==> src/rtl/sr_to_d_decoder.sv <==
// Receive-side decoder for an (S, R) command link: rebuilds Q/QN and the
// originating D/En pair, tracks trust in Q, and counts forbidden S=R=1 commands.
module sr_to_d_decoder #(
  parameter int unsigned CNT_W          = 8,
  parameter int unsigned RECOVER_CYCLES = 2
) (
  input  logic             clk_i,
  input  logic             rst_ni,
  input  logic             in_valid_i,
  input  logic             s_i,
  input  logic             r_i,
  input  logic             err_clr_i,
  output logic             q_o,
  output logic             qn_o,
  output logic             d_out_o,
  output logic             en_out_o,
  output logic             out_valid_o,
  output logic             known_o,
  output logic             err_o,
  output logic [CNT_W-1:0] err_cnt_o
);

  localparam int unsigned     RC_W     = 4;
  localparam logic [RC_W-1:0] RC_LAST  = RC_W'(RECOVER_CYCLES - 1);
  localparam logic [CNT_W-1:0] CNT_MAX = '1;

  typedef enum logic [1:0] {
    ST_UNINIT    = 2'd0,
    ST_VALID     = 2'd1,
    ST_FORBIDDEN = 2'd2,
    ST_AMBIG     = 2'd3
  } state_e;

  state_e            state_q, state_d;
  logic [RC_W-1:0]   rcnt_q, rcnt_d;
  logic              q_q, q_d, qn_q, qn_d;
  logic              d_q, d_d, en_q, en_d;
  logic              ov_q, ov_d, known_q, known_d;
  logic              err_q, err_d;
  logic [CNT_W-1:0]  cnt_q, cnt_d;
  logic              illegal;

  assign illegal = in_valid_i & s_i & r_i;

  // State and output registers
  always_ff @(posedge clk_i) begin
    if (!rst_ni) begin
      state_q <= ST_UNINIT;
      rcnt_q  <= '0;
      q_q     <= 1'b0;
      qn_q    <= 1'b1;
      d_q     <= 1'b0;
      en_q    <= 1'b0;
      ov_q    <= 1'b0;
      known_q <= 1'b0;
      err_q   <= 1'b0;
      cnt_q   <= '0;
    end else begin
      state_q <= state_d;
      rcnt_q  <= rcnt_d;
      q_q     <= q_d;
      qn_q    <= qn_d;
      d_q     <= d_d;
      en_q    <= en_d;
      ov_q    <= ov_d;
      known_q <= known_d;
      err_q   <= err_d;
      cnt_q   <= cnt_d;
    end
  end

  // Next state and recovery counter; only a run of idle 00 commands leaves FORBIDDEN without a legal set/reset
  always_comb begin
    state_d = state_q;
    rcnt_d  = rcnt_q;
    if (in_valid_i) begin
      unique case ({s_i, r_i})
        2'b10, 2'b01: begin
          state_d = ST_VALID;
          rcnt_d  = '0;
        end
        2'b11: begin
          state_d = ST_FORBIDDEN;
          rcnt_d  = '0;
        end
        default: begin
          if (state_q == ST_FORBIDDEN) begin
            if (rcnt_q == RC_LAST) begin
              state_d = ST_AMBIG;
              rcnt_d  = '0;
            end else begin
              rcnt_d = rcnt_q + RC_W'(1);
            end
          end
        end
      endcase
    end
  end

  // Next output values
  always_comb begin
    q_d     = q_q;
    qn_d    = qn_q;
    d_d     = d_q;
    en_d    = en_q;
    ov_d    = in_valid_i;
    known_d = (state_d == ST_VALID);
    err_d   = err_q;
    cnt_d   = cnt_q;

    if (in_valid_i) begin
      unique case ({s_i, r_i})
        2'b10: begin
          q_d  = 1'b1;
          qn_d = 1'b0;
          d_d  = 1'b1;
          en_d = 1'b1;
        end
        2'b01: begin
          q_d  = 1'b0;
          qn_d = 1'b1;
          d_d  = 1'b0;
          en_d = 1'b1;
        end
        2'b11: begin
          q_d  = 1'b0;
          qn_d = 1'b0;
          d_d  = 1'b0;
          en_d = 1'b0;
        end
        default: begin
          en_d = 1'b0;
          d_d  = q_q;
          if (state_q == ST_FORBIDDEN && state_d == ST_AMBIG) begin
            q_d  = 1'b0;
            qn_d = 1'b1;
          end
        end
      endcase
    end

    // An illegal command in the same cycle as a clear wins and counts as the first
    if (illegal) begin
      err_d = 1'b1;
      if (err_clr_i)             cnt_d = CNT_W'(1);
      else if (cnt_q != CNT_MAX) cnt_d = cnt_q + CNT_W'(1);
    end else if (err_clr_i) begin
      err_d = 1'b0;
      cnt_d = '0;
    end
  end

  assign q_o         = q_q;
  assign qn_o        = qn_q;
  assign d_out_o     = d_q;
  assign en_out_o    = en_q;
  assign out_valid_o = ov_q;
  assign known_o     = known_q;
  assign err_o       = err_q;
  assign err_cnt_o   = cnt_q;

endmodule
==> config.mk <==
export PLATFORM = sky130hd
export DESIGN_NAME = sr_to_d_decoder
export DESIGN_NICKNAME = d
export VERILOG_FILES = /design/src/rtl/sr_to_d_decoder.sv
export SDC_FILE = /design/constraint.sdc
export NUM_CORES = 1
export LEC_CHECK = 0
export BUFFER_PORTS_ARGS = -buffer_cell sky130_fd_sc_hd__buf_2
export CAP_MARGIN = 25
export CORE_UTILIZATION = 35
export CTS_BUF_LIST = sky130_fd_sc_hd__clkbuf_8
export DETAILED_ROUTE_END_ITERATION = 10
export SLEW_MARGIN = 20
export SYNTH_ARGS = -nofsm -noshare
export SYNTH_HDL_FRONTEND = slang
export SYNTH_SLANG_ARGS = --single-unit
==> constraint.sdc <==
create_clock -name clk_i -period 2.45 [get_ports clk_i]
set_clock_uncertainty 0.15 [all_clocks]
set_input_delay 0.1225 -clock clk_i [delete_from_list [all_inputs] [get_ports clk_i]]
set_output_delay 0.1225 -clock clk_i [all_outputs]
set_load 0.02 [all_outputs]
==> summary.md, run 1 <==
| Metric | Value |
|---|---|
| RSZ-0062 raised after global routing | no |
| Yosys warns | 0 |
| Synth area leaders | dfxtp_1 36%, ha_1 8.7%, mux2i_1 5.2% |
| Top delay family on crit path | compound AO/OA/AOI/OAI gates |
| Initial Util | around 37% |
| Wirelength, routed | around 2200 um |
| Crit path required time | 2.49 ns |
| Die Y | slightly below 60 um |
| Worst-case reg-to-reg path depth | 5 |
| FFs w/ async S/R, synth | 0% |
| Clk_lat worst skew | between 0.2 and 0.3 ns |
| Status | complete, no violations |
| Antenna Nets Post-Route | 0 |
| Post-synth cell types | 39 |
| Worst path slowest cell | a311oi_1 |
| Register-to-register setup slack | 0.73 ns |
| Most used cell, CP | a311oi_1 |
| Final Max Slew Viols | 0 |
| Max_cap viols | 0 |
| HPWL after DPL | 1640 um |
| Final core utilization | between 40% and 50% |
| Core Rows | 20 |
| Power Total | 0.660 mW |
| Max FO, Critical Path | 5 |
| Synth-to-Final Area Change | 16.6% |
| Routability congestion estimate | about 0.84 |
| H-tree level count | 1 |
| DR pass1 iterations | 4 |
| Hold WS | ~0.024 ns |
| IR drop worst, VDD | roughly 0.36 mV |
| Worst-path cell chain | ha_1 > nand4bb_1 > a311oi_1 > a311oi_1 > o21ai_0 |
| Cell Area, Synth | between 1000 and 1500 um2 |
| Finish-stage setup viols | 0 |
| Number of global-route vias before repair | roughly 850 |
| Die Wd | 59.4 um |
| Top cells by count, synth | 21 x dfxtp_1, 10 x nor2_1, 8 x ha_1 |
| Share of cells above drive strength 1 | 18.8% |
| CTS Hold Buffers Added | 1 |
| Congestion Overflow GR | 0 |
| Number of DRC markers in iteration 0 | 25 |
| Pin count of the biggest net entering global routing | 17 |
| Post-CTS Setup Bufs | 0 |
| Clock slew at reported path FFs | around 0.07 ns |
| Cell taking the most area after synthesis | dfxtp_1 |
| Cells after DPL | about 180 |
| Worst slew margin relative to its limit | 69.9% |
| Number of enable flip-flop cells after synthesis | 0 |
| Via density per instance | between 5 and 6 |
| CP endpoint kind | flip-flop |
| Worst R2R Start | rcnt_q[0]$_SDFFE_PN0P_ |
| Io pins | 21 |
| Core ar. | ~3100 um2 |
| Final Net Count | 159 |
| DRC Markers | 0 |
| Worst R2R End | qn_o$_SDFFE_PN1P_ |
| Period utilization | a little over two thirds |
| Avg Inst Size Synth | around 9.4 um2 |
| Antenna violations before repair | 0 |
| Slew @ Worst Pin | 0.448 ns |
| Worst Path Arrival | approximately 1.8 ns |
| Fill cells | slightly above 300 |
| Power Density | slightly below 500 nW/um2 |
| CP Launch Point | rcnt_q[0]$_SDFFE_PN0P_ |
| Port Buf Inserts | 20 |
| Routed via count | roughly 940 |
| Pleak | about 0.56 nW |
| Ant diodes | 0 |
| Setup Total Neg Slack | 0 ns |
| # clock sinks | 21 |
| Post-cts sizing count | 0 |
| CTS tree | yes |
| WL per Instance | 11.7 um |
| Tmin final | about 1.7 ns |
| Critical Path Start Type | flip-flop |
| Clk buf depth | 2 |
| Syn_nets | about 140 |
| DIE AREA | 3530 um2 |
| CP max stage delay | 0.47 ns |
| WS Path Type | flip-flop to flip-flop |
| Non-filler cells, final | around 190 |
| Tot GR Track Use | between 10% and 20% |
| Most common cell in the synthesized netlist | dfxtp_1 |
| CTS Buf Count | 3 |
| Synthesis-stage register bit count | 21 |
| Root buffer cell | clkbuf_8 |
| Post-synth top flop | dfxtp_1 |
| Crit path depth | 5 |
| Hold Path Class | input pin to flip-flop |
| Worst path bufs/invs | 0 |
| Hold Vio Cnt, Final | 0 |
| Critical Path End | qn_o$_SDFFE_PN1P_ |
| First-pass GRT wire length | about 3700 um |
| Fmax | between 500 and 600 MHz |
| Share of the synthesized area in the top cell type | a little over a third |
| Syn Inst Count | roughly 120 |
| Sequential area share after synthesis | 36.5% |
-- registers in the layout (all words and copies together) (netlist names) --
name         flops
err_cnt_o        8
qn_o             1
en_out_o         1
known_o          1
q_o              1
state_q          2
d_out_o          1
rcnt_q           4
out_valid_o      1
err_o            1
-- worst min path at each step --
stage / start / end / slack, ns / cells past startpoint
3_5_place_dp: err_clr_i / err_cnt_o[0]$_SDFFE_PN0P_ / 0.26 / 3
5_1_grt: rst_ni / qn_o$_SDFFE_PN1P_ / 0.05 / 2
2_1_floorplan: rst_ni / known_o$_SDFF_PN0_ / 0.12 / 1
4_1_cts: rst_ni / qn_o$_SDFFE_PN1P_ / 0.03 / 2
6_report: rst_ni / qn_o$_SDFFE_PN1P_ / 0.02 / 2
3_3_place_gp: err_clr_i / err_cnt_o[0]$_SDFFE_PN0P_ / 0.27 / 3
-- kinds of logic after synthesis --
| group | share of synthesized area (%) |
|---|---|
| adders and majority gates | 8.69 |
| and+or+nand+nor | 26.1 |
| AOI/OAI and AO/OA | 17.7 |
| buffers and inverters | 3.58 |
| muxes | 5.21 |
| xor gates and xnor gates | 2.28 |
| DFF | 36.5 |
-- report_power, final --
part | internal, mW | switching [mW]
Clock | 0.112 | 0.111
Combinational | 0.0313 | 0.0473
Sequential | 0.352 | 0.00663
-- worst register-to-register path, delay by kind of cell, from the launching register on --
family	cells	cell delay (ns)
fa+ha+maj	1	0.19
flops	1	0.40
simple gates	1	0.14
compound gates	3	0.77
-- per-layer routing --
layer  wire length [um]  global-route usage, %  up-vias
met3                104                   4.37        5
met1               1030                   16.3      441
li1                   -                      -      481
met2               1040                   24.1       16
met5                  0                      0        -
met4                 29                   4.08        0
-- per-stage QoR --
step	instance area (um2)	setup WS (ns)
3_3_place_gp	1290	0.815
3_5_place_dp	1290	0.778
5_1_grt	1340	0.607
6_report	1340	0.732
4_1_cts	1340	0.760
2_1_floorplan	1150	0.771
-- cell type report --
type / count / area, um2 / area share, %
multi-input combinational: 92 / 691 / 51.4
sequential: 21 / 420 / 31.3
timing repair buffer: 21 / 110 / 8.19
tap: 44 / 55.1 / 4.10
clock buffer: 3 / 41.3 / 3.07
inverter: 6 / 22.5 / 1.68
clock inverter: 1 / 3.75 / 0.279
-- placed cells by master (no fill, tap or decap), types with 5 or more instances in the layout --
| master | n |
|---|---|
| o21ai_0 | 7 |
| ha_1 | 8 |
| nand2_1 | 6 |
| buf_2 | 20 |
| dfxtp_1 | 21 |
| nor2b_1 | 5 |
| inv_1 | 7 |
| nor2_1 | 10 |
| nand3_1 | 5 |
| mux2i_1 | 6 |
Power figures use the tool's default switching activity.
==> run 2: changes to the inputs <==
- ABC_AREA: unset -> 1
- clock period: 2.45 -> 1.6 ns (I/O delays scaled with it)
==> run 2 against run 1 <==
Setup slack got worse by 0.65 ns. Power increased by 57%. Synthesized cell count increased by 31%. Worst hold slack improved by 0.012 ns. Cell count increased by 24%. Non-clock buffer count increased by 7. Clock power increased by 52%. Die area decreased by 1.3%. Register-to-register slack got worse by 0.65 ns. Wire length increased by 11%.
==> summary.md, run 2 <==
| Metric | Value |
|---|---|
| DR pass1 iterations | 4 |
| Post-synth top flop | dfxtp_1 |
| Synthesis-stage register bit count | 21 |
| Cell Area, Synth | 1140 um2 |
| Sequential area share after synthesis | roughly 37% |
| Share of cells above drive strength 1 | between 20% and 30% |
| Post-synth cell types | 25 |
| Core ar. | about 3100 um2 |
| Crit path required time | around 1.7 ns |
| Non-filler cells, final | 234 |
| First-pass GRT wire length | just over 4000 um |
| Pleak | around 0.64 nW |
| Share of the synthesized area in the top cell type | about 37% |
| Commonest non-fill, non-tap cell in the layout | nand2_1 |
| Die Wd | ~59 um |
| Cell taking the most area after synthesis | dfxtp_1 |
| Avg Inst Size Synth | between 7 and 8 um2 |
| H-tree level count | 1 |
| CTS Buf Count | 3 |
| Number of flip-flops in the largest register | 8 |
| DIE AREA | around 3500 um2 |
| Cells after DPL | 226 |
| Final Max Slew Viols | 0 |
| Port Buf Inserts | 20 |
| Via density per instance | 4.71 |
| CP Launch Point | err_cnt_o[0]$_SDFFE_PN0P_ |
| WS Path Type | flip-flop to flip-flop |
| Io pins | 21 |
| HPWL after DPL | 1790 um |
| Congestion Overflow GR | 0 |
| P_int | between 0.7 and 0.8 mW |
| Root buffer cell | clkbuf_8 |
| Tmin final | roughly 1.5 ns |
| Synth-to-Final Area Change | 29.3% |
| Syn Inst Count | 160 |
| Hold Path Class | input pin to flip-flop |
| Number of enable flip-flop cells after synthesis | 0 |
| WL per Instance | ~10 um |
| Clk buf depth | 2 |
| Max_cap viols | 0 |
| Period utilization | between 90 and 100% |
| Antenna Nets Post-Route | 0 |
| Comb power frac | between 10% and 20% |
| Hold Vio Cnt, Final | 0 |
| Pin count of the biggest net entering global routing | 15 |
| Die Y | about 60 um |
| Commonest cells after routing, fill and taps aside | 29 x nand2_1, 22 x inv_1, 19 x a21oi_1, 19 x buf_2, 17 x dfxtp_1 |
| CP endpoint kind | flip-flop |
| Routability congestion estimate | between 0.9 and 1 |
| IR drop worst, VDD | just under 0.5 mV |
| Final setup margin | 0.0855 ns |
| Routed via count | between 1,000 and 1,500 |
| CTS tree | yes |
| Power Density | approximately 710 nW/um2 |
| Synth area leaders | dfxtp_1 37%, nand2_1 11%, ha_1 8.8% |
| Worst Path Arrival | 1.57 ns |
| Status | complete, no violations |
| Clock power frac | between 30 and 40% |
| Most common cell in the synthesized netlist | nand2_1 |
| Antenna violations before repair | 0 |
| Clock slew at reported path FFs | around 0.080 ns |
| Tot GR Track Use | between 15 and 20% |
| Reg power frac | around 53% |
| Ant diodes | 0 |
| Worst slew margin relative to its limit | about 69% |
| Finish-stage setup viols | 0 |
| Syn_nets | 174 |
| DRC Markers | 0 |
| Critical Path Start Type | flip-flop |
| Max FO, Critical Path | 8 |
| Number of global-route vias before repair | roughly 950 |
| FFs w/ async S/R, synth | 0% |
| # clock sinks | 21 |
| Top cells by count, synth | 32 x nand2_1, 21 x dfxtp_1, 21 x inv_1 |
| Switch Pwr | between 0.2 and 0.3 mW |
| Hold Startpoint | r_i |
| Core Rows | 20 |
| Number of DRC markers in iteration 0 | 39 |
| Wirelength, routed | 2450 um |
| Pre-CTS setup slack | between 0.02 and 0.03 ns |
| Worst R2R Start | err_cnt_o[0]$_SDFFE_PN0P_ |
| Yosys warns | 0 |
| Fmax | 660 MHz |
| Final Net Count | about 200 |
| Slew @ Worst Pin | around 0.47 ns |
| Power Total | 1.04 mW |
| Sw Share | between 20% and 30% |
| Clk_lat worst skew | roughly 0.26 ns |
| Initial Util | about 37% |
[run 2: cell types whose count changed after synthesis, moves of 4 or more]
cell,before,now
mux2i_1,6,0
a21oi_1,1,19
nand2_1,6,32
nor2_1,10,15
inv_1,6,21
nand3_1,5,13
nor2b_1,5,0
and3_1,4,0
[run 2: cell type report]
class / count / area, um2
Fill cell: 307 / 1610
Clock inverter: 1 / 3.75
Inverter: 24 / 90.1
Clock buffer: 3 / 41.3
Multi-Input combinational cell: 113 / 678
Sequential cell: 21 / 428
Timing Repair Buffer: 28 / 174
Tap cell: 44 / 55.1
[run 2: cell families (layout without fill, tap and decap cells)]
group / after synthesis / in the layout / synth area share, %
simple gates: 72 / 72 / 29.7
compound gates: 32 / 32 / 14.9
buf+inv: 26 / 56 / 8.91
xor+xnor: 1 / 1 / 0.770
flops: 21 / 21 / 37.0
fa+ha+maj: 8 / 8 / 8.80
[run 2: path summary, 6_finish.rpt]
kind,cells past startpoint,slack [ns],to
worst max-delay path,8,0.09,err_cnt_o[6]$_SDFFE_PN0P_
worst min-delay path,3,0.04,err_o$_SDFFE_PN0P_
worst max register to register,8,0.09,err_cnt_o[6]$_SDFFE_PN0P_
worst min register to register,2,0.32,err_o$_SDFFE_PN0P_
[run 2: worst max-delay path: stages (launching register included)]
cell,delay [ns]
dfxtp_4,0.38
ha_4,0.14
nand2_2,0.08
nor2_4,0.17
nand3_2,0.11
nand2_4,0.13
inv_2,0.07
a21oi_1,0.11
and2_1,0.13
[run 2: power groups by stage]
stage | sequential (mW) | combinational [mW] | clock, mW
after CTS | 0.548 | 0.147 | 0.361
after detailed placement | 0.560 | 0.140 | 0
after global routing | 0.550 | 0.170 | 0.373
after global placement | 0.560 | 0.139 | 0
after floorplan | 0.575 | 0.0821 | 0
final | 0.547 | 0.153 | 0.338
[run 2: what timing repair did]
item                                    4_1_cts  5_1_grt
buffers inserted                              0        1
gates resized for setup                       0       23
endpoints found under the setup margin        0       11
hold buffers                                  3        0
endpoints found under the hold margin         7        0
[run 2: layer usage]
metal | part of all wire [%] | vias up | routed length, um | track usage (%)
li1 | - | 582 | - | -
met5 | 0 | - | 0 | 0
met4 | 0 | 0 | 0 | 5.10
met2 | 45 | 25 | 1110 | 22.2
met3 | 4.1 | 0 | 101 | 2.84
met1 | 51 | 496 | 1250 | 22.3
[run 2: metrics by stage]
stage	hold WS [ns]	area, um2	TNS, ns	utilization [%]
3_5_place_dp	0.229	1310	0	42.7
6_report	0.0362	1470	0	47.8
5_1_grt	0.0757	1470	-0.00230	47.8
4_1_cts	0.0326	1390	0	45.1
3_3_place_gp	0.223	1310	0	42.7
2_1_floorplan	0.0457	1140	0	-
==> run 3: changes to the inputs <==
- BUFFER_PORTS_ARGS: -buffer_cell sky130_fd_sc_hd__buf_2 -> unset
- DONT_BUFFER_PORTS: unset -> 1
- clock period: 1.6 -> 1.4 ns (I/O delays scaled with it)
==> run 3 against run 2 <==
The flow now finishes with violations (negative hold slack, negative setup slack). Non-clock buffer count shrank 7. Clock-buffer cell count is the same. Power grew 16%. Largest power group unchanged. Worst hold slack lost 0.041 ns.
==> summary.md, run 3 (synthesized netlist as in run 2, its figures left out) <==
| Metric | Value |
|---|---|
| Tmin final | ~1.5 ns |
| Initial Util | a little under two fifths |
| Antenna Nets Post-Route | 0 |
| # clock sinks | 21 |
| Io pins | 21 |
| Switch Pwr | between 0.3 and 0.4 mW |
| Die Wd | around 59 um |
| P_int | between 0.8 and 0.9 mW |
| Routed via count | between 1,000 and 1,500 |
| IR drop worst, VDD | 0.364 mV |
| Setup Total Neg Slack | -0.318 ns |
| Die Y | 59.0 um |
| Core ar. | roughly 3100 um2 |
| Met3 usage | under 10% |
| Hold Vio Cnt, Final | 1 |
| Status | finished with violations |
| Pin count of the biggest net entering global routing | 15 |
| Final Max Slew Viols | 0 |
| Root buffer cell | clkbuf_8 |
| Critical Path Start Type | flip-flop |
| Congestion Overflow GR | 0 |
| H-tree level count | 1 |
| Wirelength, routed | 2690 um |
| Synth-to-Final Area Change | 35.8% |
| Period utilization | 106% |
| Number of global-route vias before repair | roughly 990 |
| Clock slew at reported path FFs | roughly 0.08 ns |
| WS Path Type | flip-flop to flip-flop |
| Via density per instance | roughly 5 |
| RSZ-0062 raised after global routing | yes |
| HPWL after DPL | about 1900 um |
| Max FO, Critical Path | 8 |
| Max_cap viols | 0 |
| Number of flip-flops in the largest register | 8 |
| Sw Share | between 20% and 30% |
| Register area | roughly 430 um2 |
| Slew @ Worst Pin | about 0.47 ns |
| Clk_lat worst skew | roughly 0.26 ns |
| Tot GR Track Use | ~17% |
| Port Buf Inserts | 0 |
| WL per Instance | 11.8 um |
| Failing checks | negative hold slack, negative setup slack |
| Hold Path Class | input pin to flip-flop |
| Share of cells above drive strength 1 | between 30% and 40% |
| Power Total | 1.20 mW |
| Number of DRC markers in iteration 0 | 65 |
| Clk buf depth | 2 |
| Routability congestion estimate | roughly 0.81 |
| Commonest cells after routing, fill and taps aside | 26 x nand2_1, 20 x inv_1, 15 x a21oi_1, 15 x dfxtp_1, 14 x buf_4 |
| Busiest layer in global routing | met2 |
| Final Net Count | around 200 |
| DIE AREA | around 3500 um2 |
| Core Rows | 20 |
| Reg power frac | 53.4% |
| CP endpoint kind | flip-flop |
| DR pass1 iterations | 4 |
| Pleak | roughly 0.63 nW |
| Finish-stage setup viols | 9 |
| Crit path required time | 1.46 ns |
| DRC Markers | 0 |
| Register-to-register setup slack | -0.08 ns |
| Ant diodes | 0 |
| Antenna violations before repair | 0 |
| Multi-input logic area | about 740 um2 |
| Hold WS | -0.00452 ns |
| Pre-CTS setup slack | -0.0522 ns |
| First-pass GRT wire length | 4390 um |
| Worst Path Arrival | roughly 1.5 ns |
| Met1 layer usage reported by global route | between 20% and 30% |
| CTS tree | yes |
| Met2 Usage GRT | 24.5% |
| Comb power frac | around 13% |
| Worst slew margin relative to its limit | 68.8% |
| Commonest non-fill, non-tap cell in the layout | nand2_1 |
| Fmax | 675 MHz |
| Clock power frac | between 30% and 40% |
| Power Density | slightly below 800 nW/um2 |
| Final setup margin | -0.0815 ns |
| Fill cells | about 300 |
| CTS Buf Count | 3 |
run 3: metal layers:
| metal | part of all wire (%) | routed length (um) |
|---|---|---|
| met5 | 0 | 0 |
| met4 | 0.71 | 19 |
| met3 | 6.8 | 182 |
| met2 | 46 | 1230 |
| met1 | 47 | 1260 |
run 3: stage by stage:
step	util, %	instances	instance area [um2]
2_1_floorplan	-	160	1180
3_3_place_gp	43.0	215	1330
3_5_place_dp	43.0	215	1330
4_1_cts	47.2	225	1450
5_1_grt	50.2	227	1540
6_report	50.2	227	1540
run 3: path summary, 6_finish.rpt:
| kind | from | end | cells past startpoint |
|---|---|---|---|
| max reg2reg | err_cnt_o[0]$_SDFFE_PN0P_ | err_cnt_o[6]$_SDFFE_PN0P_ | 8 |
| max | err_cnt_o[0]$_SDFFE_PN0P_ | err_cnt_o[6]$_SDFFE_PN0P_ | 8 |
| min reg2reg | rcnt_q[3]$_SDFFE_PN0P_ | rcnt_q[3]$_SDFFE_PN0P_ | 2 |
| min | in_valid_i | err_cnt_o[4]$_SDFFE_PN0P_ | 4 |
run 3: repair_timing:
action	in CTS	in global routing
gates resized for setup	8	21
buffers inserted	0	1
pin swaps	7	9
hold endpoints to repair	16	6
endpoints found under the setup margin	9	13
hold buffers	6	1
run 3: power groups by stage:
stage	Sequential [mW]	Clock, mW	Combinational (mW)
2_1_floorplan	0.654	0	0.0943
3_3_place_gp	0.657	0	0.115
3_5_place_dp	0.657	0	0.117
4_1_cts	0.643	0.423	0.134
5_1_grt	0.647	0.445	0.174
6_report	0.644	0.406	0.155
run 3: cell type report:
cell class / count / area share (%)
flip-flops and latches: 21 / 28.0
well taps: 44 / 3.57
clock buffers: 3 / 2.67
multi-input cells: 113 / 48.1
clock inverters: 1 / 0.324
inverters: 24 / 6.00
repair buffers: 21 / 11.3
run 3: worst max-delay path, cell delays in order, from the launching register on:
cell     delay (ns)
dfxtp_4        0.36
ha_4           0.14
nand2_4        0.06
nor2_4         0.16
nand3_2        0.11
nand2_4        0.14
inv_4          0.06
a21oi_2        0.12
and2_1         0.12
